===== config.mk =====
export PLATFORM = sky130hd
export DESIGN_NAME = subsistema_despliegue
export DESIGN_NICKNAME = d
export VERILOG_FILES = /design/src/rtl/subsistema_despliegue_pkg.sv /design/src/rtl/subsistema_despliegue_decodificador.sv /design/src/rtl/subsistema_despliegue.sv
export SDC_FILE = /design/constraint.sdc
export NUM_CORES = 1
export LEC_CHECK = 0
export CORE_ASPECT_RATIO = 1.4
export CORE_MARGIN = 2
export CORE_UTILIZATION = 35
export DETAILED_ROUTE_END_ITERATION = 12
export PLACE_DENSITY_LB_ADDON = 0.08
export SLEW_MARGIN = 40
export SYNTH_ARGS = -nofsm -noshare
export SYNTH_HDL_FRONTEND = slang
export SYNTH_HIERARCHICAL = 1
export SYNTH_SLANG_ARGS = --single-unit

===== constraint.sdc =====
create_clock -name reloj -period 3.7 [get_ports reloj]
set_clock_uncertainty 0.2 [all_clocks]
set_input_delay 0.555 -clock reloj [delete_from_list [all_inputs] [get_ports reloj]]
set_output_delay 0.555 -clock reloj [all_outputs]
set_load 0.01 [all_outputs]

===== src/rtl/subsistema_despliegue_pkg.sv =====
// Shared types and constants for the display subsystem: FSM states, BCD digit type,
// active-low 7-segment codes (gfedcba) and the double-dabble add-3 step.
package paquete_despliegue;

    typedef enum logic [1:0] {
        ESPERA    = 2'd0,
        CONVIERTE = 2'd1,
        MUESTRA   = 2'd2
    } estado_t;

    typedef logic [3:0] digito_bcd_t;

    localparam logic [6:0] SEG_0      = 7'b1000000;
    localparam logic [6:0] SEG_1      = 7'b1111001;
    localparam logic [6:0] SEG_2      = 7'b0100100;
    localparam logic [6:0] SEG_3      = 7'b0110000;
    localparam logic [6:0] SEG_4      = 7'b0011001;
    localparam logic [6:0] SEG_5      = 7'b0010010;
    localparam logic [6:0] SEG_6      = 7'b0000010;
    localparam logic [6:0] SEG_7      = 7'b1111000;
    localparam logic [6:0] SEG_8      = 7'b0000000;
    localparam logic [6:0] SEG_9      = 7'b0010000;
    localparam logic [6:0] SEG_MENOS  = 7'b0111111;
    localparam logic [6:0] SEG_BLANCO = 7'b1111111;

    // Add 3 to every BCD digit that is 5 or more, ahead of the left shift.
    function automatic logic [11:0] ajustar_bcd(input logic [11:0] bcd);
        logic [11:0] resultado;
        resultado[3:0]   = (bcd[3:0]   >= 4'd5) ? bcd[3:0]   + 4'd3 : bcd[3:0];
        resultado[7:4]   = (bcd[7:4]   >= 4'd5) ? bcd[7:4]   + 4'd3 : bcd[7:4];
        resultado[11:8]  = (bcd[11:8]  >= 4'd5) ? bcd[11:8]  + 4'd3 : bcd[11:8];
        return resultado;
    endfunction

endpackage


===== src/rtl/subsistema_despliegue_decodificador.sv =====
// Combinational BCD digit to active-low 7-segment decoder with minus/blank overrides.
import paquete_despliegue::*;

module decodificador_siete_segmentos (
    input  digito_bcd_t digito,
    input  logic        blanco,
    input  logic        menos,
    output logic [6:0]  segmentos
);

    // Minus wins over blank; codes above 9 cannot occur but show blank if they do.
    always_comb begin
        segmentos = SEG_BLANCO;
        if (menos) begin
            segmentos = SEG_MENOS;
        end else if (!blanco) begin
            case (digito)
                4'd0:    segmentos = SEG_0;
                4'd1:    segmentos = SEG_1;
                4'd2:    segmentos = SEG_2;
                4'd3:    segmentos = SEG_3;
                4'd4:    segmentos = SEG_4;
                4'd5:    segmentos = SEG_5;
                4'd6:    segmentos = SEG_6;
                4'd7:    segmentos = SEG_7;
                4'd8:    segmentos = SEG_8;
                4'd9:    segmentos = SEG_9;
                default: segmentos = SEG_BLANCO;
            endcase
        end
    end

endmodule


===== src/rtl/subsistema_despliegue.sv =====
// Product display: handshake capture, sequential double-dabble, 4-digit multiplexed display.
// Define SUBSISTEMA_DESPLIEGUE_SIGNO_EN to treat producto as two's complement with a minus digit.
import paquete_despliegue::*;

module subsistema_despliegue #(
    parameter int DIV_REFRESCO = 50000
) (
    input  logic       reloj,
    input  logic       reinicio,
    input  logic [7:0] producto,
    input  logic       banderaProducto,
    output logic       listoDespliegue,
    output logic       banderaDespliegue,
    output logic [6:0] segmentos,
    output logic [3:0] anodos,
    output estado_t    estadoDepuracion
);

    localparam int ANCHO_CUENTA = (DIV_REFRESCO > 2) ? $clog2(DIV_REFRESCO) : 1;
    localparam logic [ANCHO_CUENTA-1:0] CUENTA_MAX = ANCHO_CUENTA'(DIV_REFRESCO - 1);

    estado_t                 r_estado;
    logic                    r_listo;
    logic                    r_bandera;
    logic [7:0]              r_binario;
    logic [11:0]             r_bcd;
    logic [2:0]              r_iteracion;
    logic                    r_negativo_pend;
    digito_bcd_t             r_unidades;
    digito_bcd_t             r_decenas;
    digito_bcd_t             r_centenas;
    logic                    r_negativo;
    logic                    r_display_valido;
    logic [ANCHO_CUENTA-1:0] r_cuenta;
    logic [1:0]              r_indice;
    logic [3:0]              r_anodos;
    logic [6:0]              r_segmentos;

    logic        w_transferencia;
    logic        w_negativo;
    logic [7:0]  w_magnitud;
    logic [19:0] w_desplazado;
    logic [11:0] w_bcd_siguiente;
    logic [7:0]  w_binario_siguiente;
    digito_bcd_t w_digito;
    logic        w_blanco;
    logic        w_menos;
    logic [6:0]  w_segmentos;

    // Handshake: a product is taken on any rising edge where banderaProducto and
    // listoDespliegue are both 1; listo is registered and low only while converting.
    assign w_transferencia = banderaProducto && r_listo;

`ifdef SUBSISTEMA_DESPLIEGUE_SIGNO_EN
    assign w_negativo = producto[7];
    assign w_magnitud = producto[7] ? (~producto + 8'd1) : producto;
`else
    assign w_negativo = 1'b0;
    assign w_magnitud = producto;
`endif

    always_comb begin
        w_desplazado        = {ajustar_bcd(r_bcd), r_binario} << 1;
        w_bcd_siguiente     = w_desplazado[19:8];
        w_binario_siguiente = w_desplazado[7:0];
    end

    always_ff @(posedge reloj) begin
        if (reinicio) begin
            r_estado         <= ESPERA;
            r_listo          <= 1'b1;
            r_bandera        <= 1'b0;
            r_binario        <= 8'd0;
            r_bcd            <= 12'd0;
            r_iteracion      <= 3'd0;
            r_negativo_pend  <= 1'b0;
            r_unidades       <= 4'd0;
            r_decenas        <= 4'd0;
            r_centenas       <= 4'd0;
            r_negativo       <= 1'b0;
            r_display_valido <= 1'b0;
        end else begin
            r_bandera <= 1'b0;
            case (r_estado)
                ESPERA, MUESTRA: begin
                    r_listo <= 1'b1;
                    if (w_transferencia) begin
                        r_estado        <= CONVIERTE;
                        r_listo         <= 1'b0;
                        r_binario       <= w_magnitud;
                        r_bcd           <= 12'd0;
                        r_iteracion     <= 3'd0;
                        r_negativo_pend <= w_negativo;
                    end
                end
                CONVIERTE: begin
                    r_binario   <= w_binario_siguiente;
                    r_bcd       <= w_bcd_siguiente;
                    r_iteracion <= r_iteracion + 3'd1;
                    // The last shift lands straight in the display digits so they change together.
                    if (r_iteracion == 3'd7) begin
                        r_estado         <= MUESTRA;
                        r_listo          <= 1'b1;
                        r_bandera        <= 1'b1;
                        r_unidades       <= w_bcd_siguiente[3:0];
                        r_decenas        <= w_bcd_siguiente[7:4];
                        r_centenas       <= w_bcd_siguiente[11:8];
                        r_negativo       <= r_negativo_pend;
                        r_display_valido <= 1'b1;
                    end
                end
                default: begin
                    r_estado <= ESPERA;
                    r_listo  <= 1'b1;
                end
            endcase
        end
    end

    always_comb begin
        w_digito = 4'd0;
        w_blanco = 1'b1;
        w_menos  = 1'b0;
        case (r_indice)
            2'd0: begin
                w_digito = r_unidades;
                w_blanco = 1'b0;
            end
            2'd1: begin
                w_digito = r_decenas;
                w_blanco = (r_centenas == 4'd0) && (r_decenas == 4'd0);
            end
            2'd2: begin
                w_digito = r_centenas;
                w_blanco = (r_centenas == 4'd0);
            end
            default: begin
                w_blanco = !r_negativo;
                w_menos  = r_negativo;
            end
        endcase
    end

    decodificador_siete_segmentos u_decodificador (
        .digito    (w_digito),
        .blanco    (w_blanco),
        .menos     (w_menos),
        .segmentos (w_segmentos)
    );

    always_ff @(posedge reloj) begin
        if (reinicio) begin
            r_cuenta    <= '0;
            r_indice    <= 2'd0;
            r_anodos    <= 4'b1111;
            r_segmentos <= SEG_BLANCO;
        end else begin
            if (r_cuenta == CUENTA_MAX) begin
                r_cuenta <= '0;
                r_indice <= r_indice + 2'd1;
            end else begin
                r_cuenta <= r_cuenta + 1'b1;
            end
            if (r_display_valido) begin
                r_anodos    <= ~(4'b0001 << r_indice);
                r_segmentos <= w_segmentos;
            end else begin
                r_anodos    <= 4'b1111;
                r_segmentos <= SEG_BLANCO;
            end
        end
    end

    assign listoDespliegue   = r_listo;
    assign banderaDespliegue = r_bandera;
    assign segmentos         = r_segmentos;
    assign anodos            = r_anodos;
    assign estadoDepuracion  = r_estado;

endmodule

==> results.toml, run 1 <==
[finish]
drive_above_1_share_pct = 7.32
syn2layout_area_growth_pct = 19.2
fillers = 916
n_antenna_cell = 0
layout.nets = 423

[floorplan]
dieWidth_um = 85.2
coreArea_um2 = 8980
io_pins = 26
start_util_pct = 36.0
placementRows = 41
die-area_um2 = 10000
die_h_um = 118

[global_route]
grt_max_degree = 28
grt_pass1_wl_um = 11400
grt.overflow.total = 0
grt_usage_pct = 14.3
grt_pass1_vias = 2398
antenna_found_initial = 0

[flow_run]
drv_cap = 0

[critical_path]
worstPathCellList = "inv_1 > ha_1 > a222oi_1 > nor2_1 > inv_1 > ha_1 > nand2b_4 > a211oi_2 > o21ai_1 > nand2b_1"
crit_buf_inv = 2
arrival_ns = 2.45
crit_path_end_kind = "flip-flop"
cp_max_fo = 6
r2r_slack_ns = 1.25
path_class = "flip-flop to flip-flop"
crit_path_max_incr_delay_ns = 0.42
worst_setup_path_start_kind = "flip-flop"
cp_top_family = "compound AO/OA/AOI/OAI gates"
worst_path_max_delay_cell = "dfxtp_1"
required_ns = 3.70

[synthesis]
syn_area_per_cell_um2 = 8.79
synth-seq-cells = 69
synth_edf_count = 0
synth_ff_type = "dfxtp_1"
synth_seq_area_share_pct = 42.7
yosys_warnings = 6
syn-cell-area_um2 = 3230
netlist_instances = 368
synth_cell_types = 49
async_flop_share_pct = 0

[clocking]
tritoncts = "built"
cts_buffers = 9
htree_levels = 3
post_cts.repair.setup_buffers = 0
clockBufferDepth = 2
ctsResizeCount = 0
clock_latency_ns = 0.33
hold_buffers = 0
cts_root_buf = "clkbuf_16"
cts_sinks = 69
path_clk_slew_ns = 0.05

[detailed_routing]
drtIter0Drc = 127
wirelength_um = 6820
route.antenna.remaining_nets = 0
vias = 2590
wl_per_cell_um = 13.6
vias_per_cell = 5.15
drc = 0
first_pass_iters = 4

[timing]
clock.fmax_mhz = 409
hold_violations = 0
tightestPinTransition_ns = 0.681
drv_slew = 0
finalSetupViolCount = 0
finalCriticalPeriod_ns = 2.45
slew_headroom_pct = 54.5
rsz0062_at_grt = "false"
min_period_over_period_pct = 66.1
fin_hold_ws_ns = 0.265
tns_ns = 0

[placed_design]
place.gp.congestion = 0.759
portBuffers = 25
dp_hpwl_um = 4730

[pwr]
p_per_area_nw_per_um2 = 437
p_leak_nw = 1.39
ir_drop_mv = 0.251

[hold_path]
hold_path_class = "flip-flop to flip-flop"

[outcome]
status = "finished clean"
==> cell families after synthesis <==
logic type               share of synthesized area, %
other                                           0.116
XOR/XNOR                                         4.87
AO/OA/AOI/OAI                                    12.5
flip-flops                                       42.7
buffers and inverters                            4.10
multiplexers                                     1.66
AND/OR/NAND/NOR                                  26.3
adder cells (fa/ha/maj)                          7.74
==> metal layers <==
metal | up-vias | track usage [%] | part of all wire [%] | routed length (um)
met5 | - | 0 | 0 | 0
met1 | 1217 | 17.1 | 45 | 3050
met3 | 8 | 3.16 | 2.7 | 183
met4 | 0 | 7.74 | 1.9 | 127
li1 | 1334 | - | - | -
met2 | 31 | 23.4 | 51 | 3460
==> final cells by class <==
type / count / area (um2) / share of cell area [%]
multi-input cells: 269 / 1730 / 44.9
flip-flops and latches: 69 / 1380 / 35.8
clock buffers: 14 / 274 / 7.11
repair buffers: 28 / 273 / 7.07
well taps: 107 / 134 / 3.47
inverters: 15 / 56.3 / 1.46
clock inverters: 1 / 5.00 / 0.130
==> synth_stat cells, types with 4 or more instances <==
| master | number | area share [%] |
|---|---|---|
| dfxtp_1 | 69 | 43 |
| nor2_1 | 37 | 4.3 |
| nand2_1 | 32 | 3.7 |
| o21ai_0 | 24 | 3.7 |
| a21oi_1 | 20 | 3.1 |
| ha_1 | 20 | 7.7 |
| xnor2_1 | 16 | 4.3 |
| inv_1 | 15 | 1.7 |
| nand2b_1 | 15 | 2.9 |
| nand3_1 | 14 | 2.2 |
| nor3_1 | 14 | 2.2 |
| clkbuf_1 | 12 | 1.4 |
| a311oi_1 | 7 | 1.9 |
| nand3b_1 | 7 | 1.6 |
| nor3b_1 | 5 | 1.2 |
| a222oi_1 | 4 | 1.2 |
==> power by group <==
| part | switching, mW | internal, mW |
|---|---|---|
| logic | 0.0586 | 0.0411 |
| clock network | 0.308 | 0.504 |
| registers | 0.0125 | 0.761 |
==> path summary, 6_finish.rpt <==
kind                                   from            to  depth (start not counted)
worst max-delay path            r_indice[1]  segmentos[4]                         10
worst min-delay path            r_cuenta[0]   r_cuenta[0]                          1
worst max register to register  r_indice[1]  segmentos[4]                         10
worst min register to register  r_cuenta[0]   r_cuenta[0]                          1
==> through the flow <==
step	worst slack (ns)	total power [mW]	util, %	area, um2	std cells
after floorplan	1.51	0.854	-	3240	370
after global placement	1.30	0.891	39.8	3570	488
after detailed placement	1.23	0.891	39.8	3570	488
after CTS	1.21	1.71	42.9	3850	503
after global routing	0.999	1.75	43.0	3860	503
final	1.25	1.69	43.0	3860	503
==> flip-flops by register name, summed over array words and instances (netlist names), 2 cells and up <==
register,count
anodos,4
estadoDepuracion,2
r_bcd,12
r_binario,8
r_centenas,4
r_cuenta,16
r_decenas,4
r_indice,2
r_iteracion,3
r_unidades,4
segmentos,7
==> cell usage in the layout (no fill, tap or decap), types with 9 or more instances in the layout <==
master,instances
dfxtp_1,69
nor2_1,37
nand2_1,32
clkdlybuf4s50_1,25
o21ai_0,24
a21oi_1,20
ha_1,20
xnor2_1,16
inv_1,15
nor3_1,14
nand3_1,14
nand2b_1,14
clkbuf_16,9
Note: power is estimated with default switching activity, not from simulation.
==> run 2, diff against run 1 <==
==> constraint.sdc (replaced) <==
create_clock -name reloj -period 2.5 [get_ports reloj]
set_clock_uncertainty 0.2 [all_clocks]
set_input_delay 0.375 -clock reloj [delete_from_list [all_inputs] [get_ports reloj]]
set_output_delay 0.375 -clock reloj [all_outputs]
set_load 0.01 [all_outputs]
==> run 2 against run 1 <==
  * Setup slack got worse by 1.1 ns
  * Non-clock buffer count rose by 5
  * Maximum frequency is 5.2% higher
  * Register-to-register slack got worse by 1.1 ns
  * Combinational power up 58%
  * Routed wire length is 0.38% higher
==> results.toml, run 2 (synthesis results as in run 1) <==
[critical_path]
required_ns = 2.52
worst_setup_path_start_kind = "flip-flop"
reg2reg_depth = 10
r2r_slack_ns = 0.17
path_class = "flip-flop to flip-flop"
cp_max_fo = 5
crit_path_end_kind = "flip-flop"
arrival_ns = 2.35

[clocking]
clockBufferDepth = 2
htree_levels = 3
ctsResizeCount = 0
hold_buffers = 0
clock_latency_ns = 0.33
cts_sinks = 69
path_clk_slew_ns = 0.06
cts_root_buf = "clkbuf_16"
cts_buffers = 9
post_cts.repair.setup_buffers = 0
tritoncts = "built"

[global_route]
grt_usage_pct = 15.1
grt.overflow.total = 0
grt_pass1_vias = 2661
grt_max_degree = 28
grt_pass1_wl_um = 12200
antenna_found_initial = 0

[pwr]
p_per_area_nw_per_um2 = 653
ir_drop_mv = 0.358
p_leak_nw = 1.43

[finish]
layout.nets = 428
n_antenna_cell = 0
largest_register = "r_cuenta"
final_cell_mix = "dfxtp_1 (69), nor2_1 (37), nand2_1 (32), clkdlybuf4s50_1 (25), o21ai_0 (24)"
top_regs = "r_cuenta x16, r_bcd x12, r_binario x8"
seq_area_um2 = 1380
stdcell_count = 509
drive_above_1_share_pct = 8.46
multiInputGateArea_um2 = 1730
layout_commonest_cell = "dfxtp_1"
fillers = 881
syn2layout_area_growth_pct = 21.0
largest_reg_flops = 16

[placed_design]
place.gp.congestion = 0.789
dp_hpwl_um = 4790
portBuffers = 25
dp.cells = 493

[detailed_routing]
top_layer_used = "met4"
wirelength_um = 6840
drc = 0
vias = 2607
drtIter0Drc = 127
first_pass_iters = 4
drt-met1-wl_um = 3050
vias_per_cell = 5.12
wl_per_cell_um = 13.4
wl_met3_um = 150
route.antenna.remaining_nets = 0
wl_met2_um = 3470

[timing]
slew_headroom_pct = 62.4
drv_slew = 0
min_period_over_period_pct = 93.1
tightestPinTransition_ns = 0.562
rsz0062_at_grt = "false"
finalSetupViolCount = 0
hold_violations = 0
finalCriticalPeriod_ns = 2.33
clock.fmax_mhz = 430
tns_ns = 0

[floorplan]
dieWidth_um = 85.2
start_util_pct = 36.0
die-area_um2 = 10000
placementRows = 41
io_pins = 26
coreArea_um2 = 8980
die_h_um = 118

[outcome]
status = "finished clean"

[hold_path]
hold_path_class = "flip-flop to flip-flop"
holdPathStages = 1

[flow_run]
drv_cap = 0
## run 2: cell types whose count changed in the layout (fill, tap and decap cells not counted), sizes merged
cell	previous run	this run
buf	3	8
clkbuf	14	11
clkinv	1	4
bufinv	0	1
## run 2: area by class of cell
| cell class | instances | share of cell area [%] |
|---|---|---|
| tap | 107 | 3.42 |
| clock inverter | 5 | 1.28 |
| timing repair buffer | 33 | 8.25 |
| multi-input combinational | 269 | 44.1 |
| clock buffer | 11 | 6.20 |
| inverter | 15 | 1.44 |
| sequential | 69 | 35.3 |
## run 2: worst max-delay path: stages, from the launching register on
cell	delay [ns]
dfxtp_1	0.37
inv_1	0.12
ha_1	0.27
a222oi_1	0.30
nor2_1	0.14
inv_1	0.14
ha_1	0.21
nand2b_4	0.06
a211oi_2	0.19
o21ai_1	0.07
nand2b_1	0.14
## run 2: routing by layer
layer | vias up | global-route usage, %
met5 | - | 0
met4 | 0 | 8.23
met3 | 12 | 2.10
met2 | 32 | 26.6
met1 | 1231 | 17.0
li1 | 1332 | -
## run 2: stage by stage
step / total power [mW] / instance area [um2] / hold slack (ns) / util (%) / setup slack, ns
after global routing: 2.66 / 3920 / 0.300 / 43.6 / 0.0309
after CTS: 2.59 / 3920 / 0.270 / 43.6 / 0.185
after floorplan: 1.26 / 3240 / 0.226 / - / 0.314
after detailed placement: 1.33 / 3620 / 0.257 / 40.3 / 0.201
after global placement: 1.33 / 3620 / 0.245 / 40.3 / 0.239
final: 2.56 / 3920 / 0.263 / 43.6 / 0.173
## run 2: path summary, 6_finish.rpt
path | startpoint | end
worst min register to register | r_cuenta[0] | r_cuenta[0]
worst max-delay path | r_indice[0] | segmentos[4]
worst max register to register | r_indice[0] | segmentos[4]
worst min-delay path | r_cuenta[0] | r_cuenta[0]
## run 2: report_power, final
group          internal [mW]  switching [mW]
registers               1.13          0.0175
logic                 0.0668          0.0907
clock network          0.792           0.463
==> run 3, diff against run 2 <==
--- a/config.mk
+++ b/config.mk
@@ -5,6 +5,7 @@
 export SDC_FILE = /design/constraint.sdc
 export NUM_CORES = 1
 export LEC_CHECK = 0
+export CAP_MARGIN = 20
 export CORE_ASPECT_RATIO = 1.4
 export CORE_MARGIN = 2
 export CORE_UTILIZATION = 35
==> results of run 3 <==
No change in the layout: final DEF, timing and power equal those of run 2.
==> RTL edit 1, RTL diff (config.mk and constraints of run 2) <==
Register the inputs `reinicio` and `banderaProducto` before use, without a reset. The logic sees them one clock later. The other inputs are not delayed to match.
--- a/src/rtl/subsistema_despliegue.sv
+++ b/src/rtl/subsistema_despliegue.sv
@@ -19,4 +19,12 @@
     localparam int ANCHO_CUENTA = (DIV_REFRESCO > 2) ? $clog2(DIV_REFRESCO) : 1;
     localparam logic [ANCHO_CUENTA-1:0] CUENTA_MAX = ANCHO_CUENTA'(DIV_REFRESCO - 1);
+
+    logic reinicio_q;
+    logic banderaProducto_q;
+
+    always_ff @(posedge reloj) begin
+        reinicio_q        <= reinicio;
+        banderaProducto_q <= banderaProducto;
+    end
 
     estado_t                 r_estado;
@@ -50,5 +58,5 @@
     // Handshake: a product is taken on any rising edge where banderaProducto and
     // listoDespliegue are both 1; listo is registered and low only while converting.
-    assign w_transferencia = banderaProducto && r_listo;
+    assign w_transferencia = banderaProducto_q && r_listo;
 
 `ifdef SUBSISTEMA_DESPLIEGUE_SIGNO_EN
@@ -67,5 +75,5 @@
 
     always_ff @(posedge reloj) begin
-        if (reinicio) begin
+        if (reinicio_q) begin
             r_estado         <= ESPERA;
             r_listo          <= 1'b1;
@@ -150,5 +158,5 @@
 
     always_ff @(posedge reloj) begin
-        if (reinicio) begin
+        if (reinicio_q) begin
             r_cuenta    <= '0;
             r_indice    <= 2'd0;
Formal check against the unedited RTL: not equivalent (a bounded check fails within 4 cycles, from zero or initial values).
==> RTL edit 1 against run 2 <==
First-iteration DRC count increased by 3.9%. Setup slack improved by 25 ps. Count of clock-buffer cells in the layout increased by 1. Design area increased by 1.5%. Worst hold slack got worse by 17 ps. Area after synthesis increased by 2.0%. Wire length increased by 0.26%. Critical path depth unchanged. Total power increased by 2.5%. Sequential power increased by 4%. Sequential cell count increased by 2. Synthesized cell count increased by 1.4%. Critical path type unchanged. Critical endpoint unchanged. Largest cell class unchanged.
==> RTL edit 1: results (changes against run 2) <==
leakagePower_nw: 1.415  # -1.3%
vias_per_cell: 5.119  # about the same
synth_common_cells: "71 x dfxtp_1, 38 x nor2_1, 34 x nand2_1, 24 x o21ai_0"
hold_ws_ps: 246.0  # -17.47 ps
crit_slowest_cell: "dfxtp_2"
grt.total_usage_pct: 14.75  # -0.30 points
drt_iter0_drc: 132  # +3.9%
ff2ff_setup_slack_ps: 200  # +20 ps
swShare_pct: 21.79  # -0.55 points
dpl.hpwl_um: 4832  # +0.96%
outcome: "finished clean"
gp_congestion: 0.7700  # -2.4%
fin_nets: 432  # +0.93%
drive_gt1_share_pct: 8.889  # +0.43 points
yosysSeqAreaShare_pct: 43.08  # +0.37 points
grt_max_degree: 35  # +25%
routedWlPerCell_um: 13.40  # -0.32%
synthTopCellsByArea: "dfxtp_1 43%, ha_1 7.6%, nor2_1 4.3%"
ys.flop_type: "dfxtp_1"
synth.mux.area_fraction_pct: 1.631  # -0.033 points
synthAdderAreaFrac_pct: 7.584  # -0.15 points
numCtsBuffers: 9  # unchanged
ys_types: 47  # -4.1%
nFillCells: 914  # +3.7%
ir_drop_mv: 0.3419  # -4.6%
arrival_ps: 2310  # -40 ps
grt_pass1_vias: 2559  # -3.8%
==> RTL edit 1: cell count changes after synthesis, moves of 2 or more <==
cell / run 2 / this run
buf_6: 1 / 3
dfxtp_1: 69 / 71
nand2_1: 32 / 34
and3_1: 2 / 0
==> RTL edit 1: final cells by class <==
cell class	instances	area, sq um	share of cell area [%]
clock inverters	3	42.54	1.071
repair buffers	33	322.8	8.126
well taps	107	133.9	3.370
flip-flops and latches	71	1423	35.81
clock buffers	12	256.5	6.457
multi-input cells	271	1738	43.75
inverters	15	56.30	1.417
==> RTL edit 1: metal layers <==
layer	track usage (%)	vias up	part of all wire [%]
met4	8.532	0	2.8
met2	24.81	35	50
met3	2.356	11	2.2
met5	0	-	0
li1	-	1348	-
met1	17.40	1227	45
==> RTL edit 1: through the flow <==
stage                     utilization [%]  cells  cell area (sq um)  setup WS, ps  total power, mW
final                               43.75    512               3973         198.2            2.618
after global placement              40.42    497               3670         196.3            1.365
after floorplan                         -    375               3307         314.0            1.303
after CTS                           43.71    512               3969         98.33            2.665
after global routing                43.75    512               3973         5.901            2.737
after detailed placement            40.42    497               3670         116.4            1.366
==> RTL edit 1: kinds of logic (layout without fill, tap and decap cells) <==
kind of cell / count (synthesis) / in the layout
AND/OR/NAND/NOR: 159 / 159
flip-flops: 71 / 71
AO/OA/AOI/OAI: 66 / 66
buffers and inverters: 33 / 63
adder cells (fa/ha/maj): 20 / 20
XOR/XNOR: 18 / 18
multiplexers: 5 / 5
other: 1 / 3
==> RTL edit 1: power by group through the flow <==
stage | Sequential (mW) | Combinational [mW] | Clock (mW)
floorplan | 1.20 | 0.103 | 0
global placement | 1.21 | 0.159 | 0
detailed placement | 1.21 | 0.160 | 0
CTS | 1.18 | 0.160 | 1.32
global route | 1.18 | 0.177 | 1.37
finish | 1.18 | 0.156 | 1.28
==> RTL edit 2, RTL diff (flow settings as in run 2) <==
Without the edit above. The option `SUBSISTEMA_DESPLIEGUE_SIGNO_EN` is turned on by a define.
--- a/src/rtl/subsistema_despliegue.sv
+++ b/src/rtl/subsistema_despliegue.sv
@@ -1,4 +1,6 @@
 // Product display: handshake capture, sequential double-dabble, 4-digit multiplexed display.
 // Define SUBSISTEMA_DESPLIEGUE_SIGNO_EN to treat producto as two's complement with a minus digit.
+`define SUBSISTEMA_DESPLIEGUE_SIGNO_EN
+
 import paquete_despliegue::*;
 
Formal check against the unedited RTL: no difference found for any inputs over 10 cycles, from zero or initial values; that may be too few to reach the edited logic, so the function may still have changed.
==> RTL edit 2 against run 2 <==
Design area up 3.8%. Total power up 2.5%. Area after synthesis grew 4.5%. Utilization decreased by 0.41 points. Sequential cell count grew 2. Wire length grew 6.7%. Combinational power increased by 9%. Count of clock-buffer cells in the layout decreased by 1. Setup slack improved by 32 ps. Critical endpoint unchanged. Largest power group unchanged.
==> RTL edit 2: results (changes against run 2) <==
ant_nets: 0  # unchanged
hold_path_end: "r_unidades[0]"
path_max_fanout: 4  # -1
ff2ff_setup_slack_ps: 210  # +30 ps
arrival_ps: 2310  # -40 ps
ys_types: 48  # -2.0%
dpl.hpwl_um: 5269  # +10%
hold_ws_ps: 256.6  # -6.873 ps
reg2reg_to: "segmentos[4]"
numCtsBuffers: 9  # unchanged
grt_pass1_vias: 2639  # -0.83%
synth_common_cells: "71 x dfxtp_1, 39 x nor2_1, 28 x o21ai_0, 27 x nand2_1"
drt_first_pass_iters: 4  # unchanged
antenna_found_initial: 0  # unchanged
ys_async_sr_fraction_pct: 0  # unchanged
top_regs: "r_cuenta x16, r_bcd x12, r_binario x8"
clock_latency_ps: 330  # about the same
port_buffers: 25  # unchanged
syn_area_per_cell_sq_um: 8.710  # -0.90%
clockBufferDepth: 2  # unchanged
cp_top_family: "compound AO/OA/AOI/OAI gates"
holdPathStages: 2  # +1
outcome: "finished clean"
worstHoldStart: "r_unidades[0]"
yosysSeqAreaShare_pct: 42.06  # -0.65 points
fin_nets: 449  # +4.9%
yosys_warnings: 6  # unchanged
leakagePower_nw: 1.467  # +2.3%
rr_startpoint: "r_indice[0]"
ir_drop_mv: 0.3364  # -6.1%
cts_setup_buffers: 0  # unchanged
htree_num_levels: 3  # unchanged
via_count: 2721  # +4.4%
tightest_slew_ps: 552.9  # -9.325 ps
max_stage_delay_ps: 370  # about the same
hold_path_class: "register to register"
post_cts_resized: 0  # unchanged
drt_iter0_drc: 97  # -24%
root_buffer: "clkbuf_16"
gp_congestion: 0.7601  # -3.7%
ff2ff_path_depth: 10  # unchanged
crit_slowest_cell: "dfxtp_1"
grt_first_pass_wirelength_um: 12610  # +3.5%
clkTransAtPathRegs_ps: 60  # about the same
synthTopCellsByArea: "dfxtp_1 42%, ha_1 7.8%, xnor2_1 5.2%"
grt_max_degree: 20  # -29%
grt.total_usage_pct: 15.42  # +0.37 points
antenna_cells: 0  # unchanged
syn-num-nets: 420
totalWireLength_um: 7302  # +6.7%
drive_gt1_share_pct: 9.005  # +0.55 points
## RTL edit 2: cell types whose count changed in the layout (fill, tap and decap cells not counted), moves of 3 or more
cell,before,now
nand3b_1,7,2
conb_1,3,0
nand2_1,32,27
nand4_1,3,7
inv_1,15,18
a311oi_1,7,0
o31ai_1,1,5
a22oi_1,0,6
buf_4,7,11
o21ai_0,24,28
nand3_1,14,18
xnor2_1,16,20
## RTL edit 2: cell families (layout without fill, tap and decap cells)
| kind of cell | Yosys count | in the layout | synth area share, % |
|---|---|---|---|
| DFF | 71 | 71 | 42.06 |
| buffers and inverters | 37 | 71 | 4.813 |
| AOI/OAI and AO/OA | 75 | 75 | 13.44 |
| xor gates and xnor gates | 23 | 23 | 5.961 |
| and+or+nand+nor | 155 | 155 | 24.07 |
| adders and majority gates | 21 | 21 | 7.775 |
| muxes | 6 | 6 | 1.888 |
## RTL edit 2: how the worst max path moves through the flow
stage / startpoint / endpoint / slack, ps / depth (start not counted)
2_1_floorplan: r_indice[0] / segmentos[4] / 350 / 10
3_3_place_gp: r_indice[0] / segmentos[4] / 230 / 10
3_5_place_dp: r_indice[1] / segmentos[4] / 150 / 10
4_1_cts: r_indice[1] / segmentos[4] / 140 / 10
5_1_grt: r_indice[0] / segmentos[4] / 20 / 10
6_report: r_indice[0] / segmentos[4] / 210 / 10
## RTL edit 2: per-stage QoR
step                instances  setup WS (ps)  total power, mW  utilization (%)  area (sq um)
finish                    532          205.3            2.620            43.20          4064
CTS                       532          136.3            2.666            43.14          4058
global route              532          16.23            2.747            43.20          4064
global placement          516          225.1            1.375            39.96          3759
floorplan                 388          350.3            1.301                -          3379
detailed placement        516          148.9            1.375            39.96          3759
## RTL edit 2: power by group
part	internal, mW	switching (mW)
Combinational	0.0709	0.102
Clock	0.793	0.480
Sequential	1.16	0.0183
Total	2.02	0.600
## RTL edit 2: routing by layer
metal | wire, um | up-vias | share of wire (%) | GRT usage (%)
li1 | - | 1419 | - | -
met1 | 3287 | 1248 | 45 | 17.82
met2 | 3640 | 41 | 50 | 26.29
met3 | 218 | 13 | 3.0 | 3.891
met4 | 155 | 0 | 2.1 | 7.031
met5 | 0 | - | 0 | 0
## RTL edit 2: area by class of cell
class / instances / area, sq um
fill: 929 / 5343
multi-input combinational: 280 / 1800
sequential: 71 / 1423
timing repair buffer: 36 / 332.8
clock buffer: 10 / 239.0
tap: 110 / 137.6
inverter: 19 / 71.32
clock inverter: 6 / 60.06
## RTL edit 2: worst reg2reg max path: cells and delay by family, from the launching register on
family	cells	cell delay, ps
AND/OR/NAND/NOR	3	330
adder cells (fa/ha/maj)	2	430
flip-flops	1	370
AO/OA/AOI/OAI	3	610
buffers and inverters	2	250
